<file path="src/rtl/snn_pkg.sv">
// Shared types and defaults for the SNN timestep scheduler.
package snn_pkg;

    typedef enum logic [2:0] {
        IDLE,
        CLEAR,
        ACCEPT,
        DRIVE,
        SAMPLE,
        ARGMAX,
        FINISH
    } sched_state_t;

    localparam int SNN_DEF_CNT_WIDTH = 8;
    localparam int SNN_DEF_NUM_STEPS = 16;

endpackage

</file>
<file path="src/rtl/snn_spike_counter.sv">
// Saturating per-neuron spike counter with synchronous clear; 1-cycle update latency.
// Holds at all-ones; the clear wins over a same-cycle increment.
module snn_spike_counter
    import snn_pkg::*;
#(
    parameter int CNT_WIDTH = SNN_DEF_CNT_WIDTH
) (
    input  logic                 clk,
    input  logic                 rst,
    input  logic                 clr,
    input  logic                 inc,
    output logic [CNT_WIDTH-1:0] count
);

    always_ff @(posedge clk or negedge rst) begin
        if (!rst) begin
            count <= '0;
        end else if (clr) begin
            count <= '0;
        end else if (inc && (count != '1)) begin
            count <= count + CNT_WIDTH'(1);
        end
    end

endmodule

</file>
<file path="src/rtl/snn_timestep_scheduler.sv">
// Clears a neuron layer, pulses NUM_STEPS accepted spike vectors into it (3 cycles/step minimum,
// waits indefinitely in ACCEPT for in_valid) and counts output spikes; SNN_SCHED_WINNER_EN adds argmax.
module snn_timestep_scheduler
    import snn_pkg::*;
#(
    parameter int NUM_INPUTS   = 4,
    parameter int NUM_NEURONS  = 4,
    parameter int NUM_STEPS    = SNN_DEF_NUM_STEPS,
    parameter int CNT_WIDTH    = SNN_DEF_CNT_WIDTH,
    parameter int CLEAR_CYCLES = 2,
    localparam int WIN_W       = (NUM_NEURONS > 1) ? $clog2(NUM_NEURONS) : 1
) (
    input  logic                             clk,
    input  logic                             rst,
    input  logic                             start,
    output logic                             busy,
    output logic                             done,
    input  logic                             in_valid,
    output logic                             in_ready,
    input  logic [NUM_INPUTS-1:0]            in_spikes,
    output logic                             neuron_rst,
    output logic [NUM_INPUTS-1:0]            neuron_spike_in,
    input  logic [NUM_NEURONS-1:0]           neuron_spike_out,
    output logic [NUM_NEURONS*CNT_WIDTH-1:0] spike_count,
    output logic [WIN_W-1:0]                 winner,
    output logic                             winner_valid
);

    localparam int CLR_W  = (CLEAR_CYCLES > 1) ? $clog2(CLEAR_CYCLES) : 1;
    localparam int STEP_W = (NUM_STEPS > 1) ? $clog2(NUM_STEPS) : 1;
    localparam logic [CLR_W-1:0]  CLR_LAST  = CLR_W'(CLEAR_CYCLES - 1);
    localparam logic [STEP_W-1:0] STEP_LAST = STEP_W'(NUM_STEPS - 1);

    sched_state_t          state, state_nxt;
    logic [CLR_W-1:0]      clr_cnt;
    logic [STEP_W-1:0]     step_cnt;
    logic [NUM_INPUTS-1:0] spike_reg;
    logic                  cnt_clr;
    logic [CNT_WIDTH-1:0]  cnt [NUM_NEURONS];

    assign cnt_clr = (state == IDLE) && start;

    for (genvar i = 0; i < NUM_NEURONS; i++) begin : g_cnt
        snn_spike_counter #(
            .CNT_WIDTH(CNT_WIDTH)
        ) u_cnt (
            .clk  (clk),
            .rst  (rst),
            .clr  (cnt_clr),
            .inc  ((state == SAMPLE) && neuron_spike_out[i]),
            .count(cnt[i])
        );
        assign spike_count[i*CNT_WIDTH +: CNT_WIDTH] = cnt[i];
    end

`ifdef SNN_SCHED_WINNER_EN
    localparam sched_state_t AFTER_STEPS = ARGMAX;
    localparam logic [WIN_W-1:0] SCAN_LAST = WIN_W'(NUM_NEURONS - 1);

    logic [WIN_W-1:0]     scan_idx, best_idx, winner_q;
    logic [CNT_WIDTH-1:0] best_cnt, scan_cnt;
    logic                 scan_gt, winner_valid_q;

    assign scan_cnt = cnt[scan_idx];
    // Strict compare against a zero seed: ties keep the lower index, all-zero leaves index 0.
    assign scan_gt  = scan_cnt > best_cnt;

    always_ff @(posedge clk or negedge rst) begin
        if (!rst) begin
            scan_idx       <= '0;
            best_idx       <= '0;
            best_cnt       <= '0;
            winner_q       <= '0;
            winner_valid_q <= 1'b0;
        end else begin
            if (cnt_clr) begin
                winner_valid_q <= 1'b0;
            end
            if (state == SAMPLE) begin
                scan_idx <= '0;
                best_idx <= '0;
                best_cnt <= '0;
            end
            if (state == ARGMAX) begin
                scan_idx <= scan_idx + WIN_W'(1);
                if (scan_gt) begin
                    best_idx <= scan_idx;
                    best_cnt <= scan_cnt;
                end
                if (scan_idx == SCAN_LAST) begin
                    winner_q       <= scan_gt ? scan_idx : best_idx;
                    winner_valid_q <= scan_gt || (best_cnt != '0);
                end
            end
        end
    end

    assign winner       = winner_q;
    assign winner_valid = winner_valid_q;
`else
    localparam sched_state_t AFTER_STEPS = FINISH;

    assign winner       = '0;
    assign winner_valid = 1'b0;
`endif

    always_ff @(posedge clk or negedge rst) begin
        if (!rst) begin
            state <= IDLE;
        end else begin
            state <= state_nxt;
        end
    end

    always_comb begin
        state_nxt = state;
        unique case (state)
            IDLE:   if (start) state_nxt = CLEAR;
            CLEAR:  if (clr_cnt == CLR_LAST) state_nxt = ACCEPT;
            ACCEPT: if (in_valid) state_nxt = DRIVE;
            DRIVE:  state_nxt = SAMPLE;
            SAMPLE: state_nxt = (step_cnt == STEP_LAST) ? AFTER_STEPS : ACCEPT;
`ifdef SNN_SCHED_WINNER_EN
            ARGMAX: if (scan_idx == SCAN_LAST) state_nxt = FINISH;
`endif
            FINISH: state_nxt = IDLE;
            default: state_nxt = IDLE;
        endcase
    end

    always_ff @(posedge clk or negedge rst) begin
        if (!rst) begin
            clr_cnt   <= '0;
            step_cnt  <= '0;
            spike_reg <= '0;
        end else begin
            if (cnt_clr) begin
                clr_cnt  <= '0;
                step_cnt <= '0;
            end
            if (state == CLEAR) begin
                clr_cnt <= clr_cnt + CLR_W'(1);
            end
            if (state == SAMPLE) begin
                step_cnt <= step_cnt + STEP_W'(1);
            end
            if ((state == ACCEPT) && in_valid) begin
                spike_reg <= in_spikes;
            end
        end
    end

    assign busy            = (state != IDLE);
    assign done            = (state == FINISH);
    assign in_ready        = (state == ACCEPT);
    assign neuron_rst      = (state == CLEAR);
    assign neuron_spike_in = (state == DRIVE) ? spike_reg : '0;

endmodule

</file>
<file path="config.mk">
export PLATFORM = sky130hd
export DESIGN_NAME = snn_timestep_scheduler
export DESIGN_NICKNAME = d
export VERILOG_FILES = /design/src/rtl/snn_pkg.sv /design/src/rtl/snn_spike_counter.sv /design/src/rtl/snn_timestep_scheduler.sv
export SDC_FILE = /design/constraint.sdc
export NUM_CORES = 1
export LEC_CHECK = 0
export BUFFER_PORTS_ARGS = -buffer_cell sky130_fd_sc_hd__buf_2
export CAP_MARGIN = 20
export CORE_MARGIN = 8
export CORE_UTILIZATION = 50
export CTS_CLUSTER_SIZE = 25
export DETAILED_ROUTE_END_ITERATION = 7
export GPL_TIMING_DRIVEN = 0
export PLACE_DENSITY = 0.79
export SKIP_LAST_GASP = 1
export SLEW_MARGIN = 10
export SYNTH_ARGS = -nofsm -noshare
export SYNTH_HDL_FRONTEND = slang
export SYNTH_SLANG_ARGS = --single-unit
</file>
<file path="constraint.sdc">
create_clock -name clk -period 3.4 [get_ports clk]
set_input_delay 0.34 -clock clk [delete_from_list [all_inputs] [get_ports clk]]
set_output_delay 0.34 -clock clk [all_outputs]
set_load 0.03 [all_outputs]
</file>
==> metrics.txt <==
status=finished with violations; violated checks=negative hold slack; highest-count cells in the layout ignoring fill and taps=sky130_fd_sc_hd__buf_2 (56), sky130_fd_sc_hd__dfrtp_1 (44), sky130_fd_sc_hd__nand2_1 (26); synthesis-to-finish area growth=18.6%; dominant cell type by area after synthesis=sky130_fd_sc_hd__dfrtp_1; post-layout total power=1550 uW; kind of cell with the highest combined delay on the critical path=simple AND/OR/NAND/NOR gates; portion of synthesized cell area occupied by the leading cell type=46.4%; maximum clock path buffer count=2; CTS tree=built; number of nets at the end of the flow=320; power per cell area=550 nW/um2; number of resized instances in the post-cts repair step=0; Relative slew margins=65.1%; clock latency of the later-clocked register in the worst-skew pair=290 ps; initial DRC count=115; Setup crit start=state[1]; maximum number of pins on one net before global-route repair=45; VDD IR max=0.333 mV; kind of critical path=reg2out; antenna-violating nets left=0; total CTS buffers=5; Data arrival, critical path=1600 ps; average size of a mapped cell=9.80 um2; antenna violations before repair=0; Fill cells=413; stages on the worst setup path=5; vias in the first global route=1939; first-pass iteration count of the detailed router=4; sequential share of the synthesized area=46.4%; share of the clock period used by the worst path=57.0%; Post-DP HPWL=3880 um; final cell count without fillers=358; class of the most critical hold timing path=in2async; Final Hold Viols=18; number of pins exceeding their max-slew limit in the final report=0; final setup violation count=0; slowest stage delay, CP=390 ps; post-route worst hold slack=-19.6 ps; global-route wire length before repair=9080 um; standard cell area after detailed placement=2700 um2; die width=84.9 um; Total Negative Setup Slacks=0 ps; initial core utilization=50.9%; Global Route Usage Sum=15.3%; cell repeated most along the worst path=sky130_fd_sc_hd__buf_2; Vert. Die Dim=84.9 um; overall via count from detail_route=2028; series of cell instances along the critical path=buf_2 -> nand2_1 -> nor2_1 -> and2_1 -> buf_2; commonest register cell after synthesis=sky130_fd_sc_hd__dfrtp_1; die area=7200 um2; FF-to-FF path depth=6; buffers added on ports=51; core box area=4660 um2; EDFF count, synth=0; Diodes inserted=0; maximum fanout along the worst path=10; Critical R2R Launch=g_cnt[2].u_cnt.count[0]; average wire per standard cell=14.7 um; clock-pin transition on the worst setup and hold timing paths=80 ps; startpoint class of the critical path=register; Critical path buffers and inverters=2; synthesis-stage register bit count=44; highest-delay cell along the critical path=sky130_fd_sc_hd__dfrtp_1; unrepaired setup endpoints after global routing=no; number of sinks handled by clock tree synthesis=44; cell area after technology mapping=2370 um2; gr ovfl total=0; most frequent standard cell in the layout excluding fill and tap cells=sky130_fd_sc_hd__buf_2; clock root buffer=sky130_fd_sc_hd__clkbuf_8; count of hold-fix buffers inserted at cts=0; FF-to-FF End=g_cnt[2].u_cnt.count[6]; final clock skew=5.25 ps; layout cells sized above 1=28.0%; number of placed instances, taps included=349; Setup Buffers After CTS=0; largest cells by area after synthesis=sky130_fd_sc_hd__dfrtp_1 (46%), sky130_fd_sc_hd__nand3_1 (5.3%), sky130_fd_sc_hd__o21ai_0 (4.6%), sky130_fd_sc_hd__nand2_1 (4.1%), sky130_fd_sc_hd__or3_1 (3.4%); final weighted congestion in routability-driven placement=0.773; share of async-settable or async-resettable flops after synthesis=100%; Data required, critical path=3060 ps; Tightest Pin Transition=524 ps; flip-flop count of the largest register, all copies and words added=32; achievable frequency=516 MHz; post-layout minimum cycle time=1940 ps; static leakage power=0.00140 uW; distinct cell type count of the synthesized netlist=41; H-tree depth reported by CTS=2; post-route standard cell area excluding fillers=2810 um2; Critical Path End Type=output port; instance count of the mapped netlist=242; Worst R2R Setup Slack=1610 ps; Max Cap Violations=0; Top-Level Pins=55; via/cell ratio=5.66; Syn. warnings=0; standard-cell rows=25; final WL=5260 um; drc violations=0
-- logic make-up (layout without fill, tap and decap cells) --
logic type / after synthesis / in the layout / synth area share [%]
AO/OA/AOI/OAI: 64 / 64 / 19.3
XOR/XNOR: 1 / 1 / 0.369
adder cells (fa/ha/maj): 5 / 5 / 2.64
buffers and inverters: 18 / 78 / 4.22
flip-flops: 44 / 44 / 46.4
multiplexers: 8 / 8 / 3.64
other: 1 / 3 / 0.158
AND/OR/NAND/NOR: 101 / 101 / 23.3
-- final cells by class --
cell class                      instances  area [um2]  area share (%)
Multi-Input combinational cell        182        1180            41.9
Clock buffer                            8        90.1            3.20
Sequential cell                        44        1100            39.1
Tap cell                               54        67.6            2.40
Buffer                                 12        77.6            2.76
Timing Repair Buffer                   52         275            9.79
Inverter                                6        22.5           0.801
-- cell usage after synthesis (6+ instances only) --
master                    count
sky130_fd_sc_hd__o21ai_0     22
sky130_fd_sc_hd__a21oi_1     11
sky130_fd_sc_hd__nand2_1     26
sky130_fd_sc_hd__nor2_1       8
sky130_fd_sc_hd__dfrtp_1     44
sky130_fd_sc_hd__inv_1        6
sky130_fd_sc_hd__nand3_1     25
sky130_fd_sc_hd__or3_1       13
sky130_fd_sc_hd__and2_1       6
sky130_fd_sc_hd__nand4_1      6
-- worst max path at each step --
| stage | to |
|---|---|
| 2_1_floorplan | clr_cnt |
| 3_3_place_gp | g_cnt[3].u_cnt.count[7] |
| 3_5_place_dp | g_cnt[3].u_cnt.count[7] |
| 4_1_cts | neuron_spike_in[0] |
| 5_1_grt | neuron_spike_in[1] |
| 6_report | neuron_spike_in[0] |
-- report_power, final --
part           internal, uW  switching [uW]  total, uW
Sequential              599            59.5        658
Clock                   166             167        332
Combinational           194             362        557
Total                   959             588       1550
-- metrics by stage --
| step | utilization [%] | setup WS [ps] |
|---|---|---|
| final | 60.3 | 1460 |
| after global routing | 60.3 | 1350 |
| after CTS | 59.9 | 1440 |
| after detailed placement | 58.0 | 1630 |
| after global placement | 58.0 | 1620 |
| after floorplan | - | 1540 |
-- metal layers --
metal  routed length, um  GRT usage [%]
met1                2390           19.2
met3                 278           4.44
met2                2550           25.3
met5                   0              0
met4                  36           3.56
No activity file was read; power rests on OpenSTA's default activity.
